--- src/rtl/sfu_pkg.sv ---
`default_nettype none
// ============================================================================
// Module   : sfu_pkg
// Brief    : Shared types and default geometry for the SFU psum streamer.
// Revision : 1.0 - initial release
// ============================================================================
package sfu_pkg;

    localparam int C_COL     = 8;
    localparam int C_PSUM_BW = 16;
    localparam int C_NUM_KIJ = 9;
    localparam int C_NUM_OUT = 16;
    localparam int C_ADDR_W  = 8;

    localparam int ROW_W     = C_PSUM_BW * C_COL;
    localparam int BEATS_ACC = C_NUM_OUT * (C_NUM_KIJ + 1);

    typedef enum logic [1:0] {
        S_IDLE  = 2'd0,
        S_RUN   = 2'd1,
        S_FLUSH = 2'd2,
        S_DONE  = 2'd3
    } state_t;

endpackage
`default_nettype wire

--- src/rtl/sfu_skid_buf.sv ---
`default_nettype none
// ============================================================================
// Module   : sfu_skid_buf
// Brief    : Output register plus one-entry skid register (valid/ready).
// Revision : 1.0 - initial release
// ============================================================================
module sfu_skid_buf #(
    parameter int W = 131
) (
    input  logic         clk,
    input  logic         rst_n,
    input  logic         i_valid,
    input  logic [W-1:0] i_data,
    output logic         o_full,
    output logic         o_valid,
    output logic [W-1:0] o_data,
    input  logic         i_ready
);

    logic         r_out_v;
    logic         r_skid_v;
    logic [W-1:0] r_out_d;
    logic [W-1:0] r_skid_d;
    logic         w_load;

    assign w_load  = !r_out_v || i_ready;
    assign o_full  = r_skid_v;
    assign o_valid = r_out_v;
    assign o_data  = r_out_d;

    // Upstream never presents data while the skid is full and the output holds.
    always_ff @(posedge clk or negedge rst_n) begin
        if (!rst_n) begin
            r_out_v  <= 1'b0;
            r_skid_v <= 1'b0;
            r_out_d  <= '0;
            r_skid_d <= '0;
        end else if (w_load) begin
            if (r_skid_v) begin
                r_out_v  <= 1'b1;
                r_out_d  <= r_skid_d;
                r_skid_v <= i_valid;
                if (i_valid) r_skid_d <= i_data;
            end else begin
                r_out_v <= i_valid;
                if (i_valid) r_out_d <= i_data;
            end
        end else if (i_valid) begin
            r_skid_v <= 1'b1;
            r_skid_d <= i_data;
        end
    end

endmodule
`default_nettype wire

--- src/rtl/sfu_psum_streamer.sv ---
`default_nettype none
// ============================================================================
// Module   : sfu_psum_streamer
// Brief    : Streams psum rows from SRAM into the SFU with kij accumulation.
// Revision : 1.0 - initial release
// ============================================================================
module sfu_psum_streamer
    import sfu_pkg::*;
#(
    parameter int COL     = C_COL,
    parameter int PSUM_BW = C_PSUM_BW,
    parameter int NUM_KIJ = C_NUM_KIJ,
    parameter int NUM_OUT = C_NUM_OUT,
    parameter int ADDR_W  = C_ADDR_W
) (
    input  logic                     clk,
    input  logic                     reset,
    input  logic                     start_i,
    input  logic                     cfg_bypass_i,
    input  logic                     cfg_mp_i,
    output logic                     mem_cen_o,
    output logic [ADDR_W-1:0]        mem_addr_o,
    input  logic [PSUM_BW*COL-1:0]   mem_rdata_i,
    output logic [PSUM_BW*COL-1:0]   psum_out,
    output logic                     out_valid_o,
    input  logic                     out_ready_i,
    output logic                     acc_o,
    output logic                     psum_bypass_o,
    output logic                     max_pool_en_o,
    output logic                     busy_o,
    output logic                     done_o
);

    localparam int                C_ROW_W   = PSUM_BW * COL;
    localparam int                C_KW      = $clog2(NUM_KIJ + 1);
    localparam logic [ADDR_W-1:0] C_STRIDE  = ADDR_W'(NUM_OUT);
    localparam logic [ADDR_W-1:0] C_LAST_O  = ADDR_W'(NUM_OUT - 1);
    localparam logic [C_KW-1:0]   C_DRAIN_K = C_KW'(NUM_KIJ);

    state_t              r_state;
    state_t              w_state_nxt;
    logic                r_byp;
    logic                r_mp;
    logic [C_KW-1:0]     r_k;
    logic [ADDR_W-1:0]   r_o;
    logic [ADDR_W-1:0]   r_addr;
    logic                r_pend;
    logic                r_pend_drain;
    logic                w_skid_full;
    logic                w_out_hold;
    logic                w_can_issue;
    logic                w_is_drain;
    logic                w_last_slot;
    logic                w_flush_done;
    logic [C_ROW_W-1:0]  w_row;
    logic [2:0]          w_ctrl;
    logic [C_ROW_W+2:0]  w_in_data;
    logic [C_ROW_W+2:0]  w_out_data;

    // A drain beat occupies an issue slot without touching the SRAM, which
    // keeps it ordered behind the last kij read of its output position.
    assign w_out_hold   = out_valid_o && !out_ready_i;
    assign w_can_issue  = (r_state == S_RUN) && !w_skid_full && !(w_out_hold && r_pend);
    assign w_is_drain   = !r_byp && (r_k == C_DRAIN_K);
    assign w_last_slot  = (r_o == C_LAST_O) && (r_byp || w_is_drain);
    assign w_flush_done = !r_pend && !w_skid_full && out_valid_o && out_ready_i;

    assign mem_cen_o  = !(w_can_issue && !w_is_drain);
    assign mem_addr_o = r_addr;
    assign busy_o     = (r_state != S_IDLE);
    assign done_o     = (r_state == S_DONE);

    assign w_row     = r_pend_drain ? '0 : mem_rdata_i;
    assign w_ctrl    = r_pend_drain ? {2'b00, r_mp} : (r_byp ? {2'b01, r_mp} : 3'b100);
    assign w_in_data = {w_row, w_ctrl};

    always_ff @(posedge clk or negedge reset) begin
        if (!reset) r_state <= S_IDLE;
        else        r_state <= w_state_nxt;
    end

    always_comb begin
        w_state_nxt = r_state;
        case (r_state)
            S_IDLE:  if (start_i) w_state_nxt = S_RUN;
            S_RUN:   if (w_can_issue && w_last_slot) w_state_nxt = S_FLUSH;
            S_FLUSH: if (w_flush_done) w_state_nxt = S_DONE;
            S_DONE:  w_state_nxt = S_IDLE;
            default: w_state_nxt = S_IDLE;
        endcase
    end

    // Running base: +NUM_OUT per kij, reloaded with the next output index.
    always_ff @(posedge clk or negedge reset) begin
        if (!reset) begin
            r_byp        <= 1'b0;
            r_mp         <= 1'b0;
            r_k          <= '0;
            r_o          <= '0;
            r_addr       <= '0;
            r_pend       <= 1'b0;
            r_pend_drain <= 1'b0;
        end else begin
            r_pend       <= w_can_issue;
            r_pend_drain <= w_can_issue && w_is_drain;
            if (r_state == S_IDLE && start_i) begin
                r_byp  <= cfg_bypass_i;
                r_mp   <= cfg_mp_i;
                r_k    <= '0;
                r_o    <= '0;
                r_addr <= '0;
            end else if (r_state == S_DONE) begin
                r_addr <= '0;
            end else if (w_can_issue) begin
                if (r_byp) begin
                    r_addr <= r_addr + ADDR_W'(1);
                    r_o    <= r_o + ADDR_W'(1);
                end else if (w_is_drain) begin
                    r_k    <= '0;
                    r_o    <= r_o + ADDR_W'(1);
                    r_addr <= r_o + ADDR_W'(1);
                end else begin
                    r_k    <= r_k + C_KW'(1);
                    r_addr <= r_addr + C_STRIDE;
                end
            end
        end
    end

    sfu_skid_buf #(
        .W (C_ROW_W + 3)
    ) u_skid (
        .clk     (clk),
        .rst_n   (reset),
        .i_valid (r_pend),
        .i_data  (w_in_data),
        .o_full  (w_skid_full),
        .o_valid (out_valid_o),
        .o_data  (w_out_data),
        .i_ready (out_ready_i)
    );

    assign psum_out      = w_out_data[C_ROW_W+2:3];
    assign acc_o         = w_out_data[2];
    assign psum_bypass_o = w_out_data[1];
    assign max_pool_en_o = w_out_data[0];

endmodule
`default_nettype wire

--- config.mk ---
export PLATFORM = sky130hd
export DESIGN_NAME = sfu_psum_streamer
export DESIGN_NICKNAME = d
export VERILOG_FILES = /design/src/rtl/sfu_pkg.sv /design/src/rtl/sfu_skid_buf.sv /design/src/rtl/sfu_psum_streamer.sv
export SDC_FILE = /design/constraint.sdc
export NUM_CORES = 1
export LEC_CHECK = 0
export ABC_CLOCK_PERIOD_IN_PS = 2000
export BUFFER_PORTS_ARGS = -buffer_cell sky130_fd_sc_hd__buf_2
export CAP_MARGIN = 20
export CORE_MARGIN = 5
export CORE_UTILIZATION = 50
export CTS_CLUSTER_SIZE = 40
export DETAILED_ROUTE_END_ITERATION = 8
export GPL_TIMING_DRIVEN = 0
export PLACE_DENSITY = 0.85
export REMOVE_ABC_BUFFERS = 1
export SLEW_MARGIN = 30
export SYNTH_ARGS = -nofsm -noshare
export SYNTH_HDL_FRONTEND = slang
export SYNTH_SLANG_ARGS = --single-unit
--- constraint.sdc ---
create_clock -name clk -period 2 [get_ports clk]
set_input_delay 0.2 -clock clk [delete_from_list [all_inputs] [get_ports clk]]
set_output_delay 0.2 -clock clk [all_outputs]
set_load 0.02 [all_outputs]
==> impl_metrics.toml <==
[status]
status = "finished, violations left"
violations = "negative setup slack"

[setup_path]
critPathRequiredTime_ns = 1.80
worst_setup_path_start_kind = "flop"
critical_path_class = "reg2out"
cp_max_fo = 3
cp-end-kind = "primary output"
cp_data_arrival_time_ns = 1.88

[grt]
grtUsageTotal_pct = 25.8
grt_overflow = 0
use_met2_pct = 45.2
antenna_found_initial = 3
gr-usage-met3_pct = 4.85
grt.busiest_layer = "met2"
grt_max_degree = 86
grt_pass1_wl_um = 62300
grt_pass1_vias = 12300
use_met1_pct = 31.9

[logic_synthesis]
synthFlopType = "dfrtp_1"
synth.area.mux_share_pct = 0.415
syn_inst = 1463
synth_edf_count = 0
yosys.area_share.simple_pct = 20.1
yosysUniqueCellTypes = 50
synth-compound-area-share_pct = 18.3
yosysSeqAreaShare_pct = 55.9
synth.top_cells.by_count = "dfrtp_1, nand2_1, o21ai_0"
avgSynthCellArea_um2 = 8.87
yosys_warnings = 0
synth_top_cell_by_area = "dfrtp_1"
mappedNetlistArea_um2 = 13000
synthAdderAreaFrac_pct = 1.04
synth_top_area_share_pct = 55.9
yosysMostFrequentCell = "dfrtp_1"
synth_top_family_by_area = "simple AND/OR/NAND/NOR gates"
synth_xor_xnor_area_share_pct = 0.405
synth_seq_cells = 290
synthTopCellsByArea = "dfrtp_1, o21ai_0, nand2_1"
async_reset_ff_share_pct = 100

[clocking]
cts-root-buf = "clkbuf_16"
cts_made_buffers = 30
clkTransAtPathRegs_ns = 0.06
cts.sinks = 290
cts_tree = "done"
clock_path_buffers = 3
insertion_delay_ns = 0.55
htreeDepth = 1

[power]
leakage_nw = 8.91
p_per_area_nw_per_um2 = 1490
ir_worst_vdd_uv = 1240

[placed_design]
hpwl_um = 22400
place_area_um2 = 15100
place_congestion = 0.831
port_buffers = 276

[sta]
relSlewSlack_pct = 63.4
rsz0062_at_grt = "true"
setup_ws_ns = -0.0799
hold_viol = 0
finClkSkew_ns = 0.0150
period_minus_slack_ns = 2.08
fin_setup_tns_ns = -0.142
max_freq_mhz = 481
setup_violations = 4
worst_slew_pin_slew_ns = 0.549
maxSlewViolCount = 0
finalCritPeriodShare_pct = 104

[drt]
wl_per_cell_um = 17.9
drt_iter0_drc = 1203
drt-pass1-iter-count = 6
drc_errors = 0
wl_um = 39900
vias = 12400
ant_nets = 0
avgViaCountPerCell = 5.58

[layout]
fin_area_um2 = 17900
drive_gt1_share_pct = 22.8
final_nets = 2007
area_delta_synth_final_pct = 37.8

[floorplan]
die_w_um = 171
start_util_pct = 50.2
row_count = 59
io_pins = 277
die_y_um = 171
dieArea_um2 = 29300
core-area_um2 = 25800

[hold_path]
min_path_type = "in2reg"

[job]
maxCapViolCount = 0
final timing paths:
| check | endpoint | slack, ns | from | cells after the start |
|---|---|---|---|---|
| min in group asynchronous | u_skid.o_data[129] | 0.21 | reset | 2 |
| worst max-delay path | mem_cen_o | -0.08 | r_state[1] | 7 |
| worst min register to register | u_skid.o_data[43] | 0.47 | u_skid.o_data[43] | 2 |
| max in group asynchronous | u_skid.o_data[29] | 0.64 | reset | 4 |
| worst max register to register | r_k[2] | -0.03 | r_state[1] | 8 |
| worst min-delay path | u_skid.r_skid_d[116] | 0.06 | mem_rdata_i[113] | 3 |
cells by family after synthesis:
group / Yosys count
buffers and inverters: 114
AOI/OAI and AO/OA: 453
DFF: 290
and+or+nand+nor: 584
muxes: 5
adders and majority gates: 11
xor gates and xnor gates: 6
report_power, final:
group	internal, mW	total [mW]	switching [mW]
Clock	3.39	5.73	2.34
Combinational	4.09	10.7	6.65
Sequential	8.54	10.2	1.67
Total	16.0	26.7	10.7
routing by layer:
layer  vias up  routed length, µm  part of all wire, %
li1       5698                  -                    -
met1      5915              15100                   38
met2       648              19800                   50
met3       152               3260                  8.2
met4         2               1670                  4.2
met5         -                 20                0.050
stage by stage:
stage / instances / util (%) / setup WS (ns) / power, mW / hold slack (ns)
finish: 2224 / 69.2 / -0.0799 / 26.7 / 0.0642
global route: 2224 / 69.2 / -0.131 / 28.3 / 0.0597
CTS: 2199 / 68.3 / -0.155 / 26.1 / 0.0127
detailed placement: 1996 / 58.3 / -0.417 / 19.6 / 0.204
global placement: 1968 / 55.4 / -22.88 / 17.2 / 0.409
floorplan: 1357 / - / -11.74 / 15.9 / -0.0956
worst max-delay path, cell delays in order (launching register included):
cell and delay [ns]:
dfrtp_1 0.39, inv_2 0.10, ha_4 0.16, inv_4 0.04, or3_4 0.40, inv_8 0.08
nand2_4 0.04, buf_6 0.12
cell usage in the layout, fill, tap and decap left out, types with 4 or more instances in the layout:
cell type        n
a21oi_1        143
a31oi_1          4
and3_1           4
buf_16          22
buf_2          274
buf_4           33
buf_8            7
clkbuf_1         7
clkbuf_16       31
clkbuf_8         8
clkinv_2         6
dfrtp_1        284
dfrtp_2          4
dlygate4sd3_1  130
ha_1             7
nand2_1        279
nand2b_1       130
nand3_1          8
nor2_1         142
o21ai_0        274
o21ai_1          5
flip-flops by register name, indices dropped and copies added, names as in the netlist:
name,cells
mem_addr_o,8
u_skid.o_valid,1
r_pend_drain,1
u_skid.o_full,1
r_byp,1
r_state,2
r_pend,1
r_mp,1
r_k,4
r_o,8
u_skid.r_skid_d,131
u_skid.o_data,131
area by class of cell:
type / instances / area [µm²]
flip-flops and latches: 290 / 7270
diodes: 2 / 5.00
fillers: 1695 / 7950
well taps: 335 / 419
multi-input cells: 1059 / 5340
repair buffers: 474 / 3790
clock buffers: 46 / 912
clock inverters: 10 / 108
inverters: 8 / 40.0
repair_timing:
item	in CTS	in global routing
pin swaps	8	4
cloned	2	0
setup endpoints to repair	240	17
hold buffers	130	0
setup buffers	15	23
gates resized for setup	20	25
endpoints found under the hold margin	193	0
(Power assumes the default switching activity.)
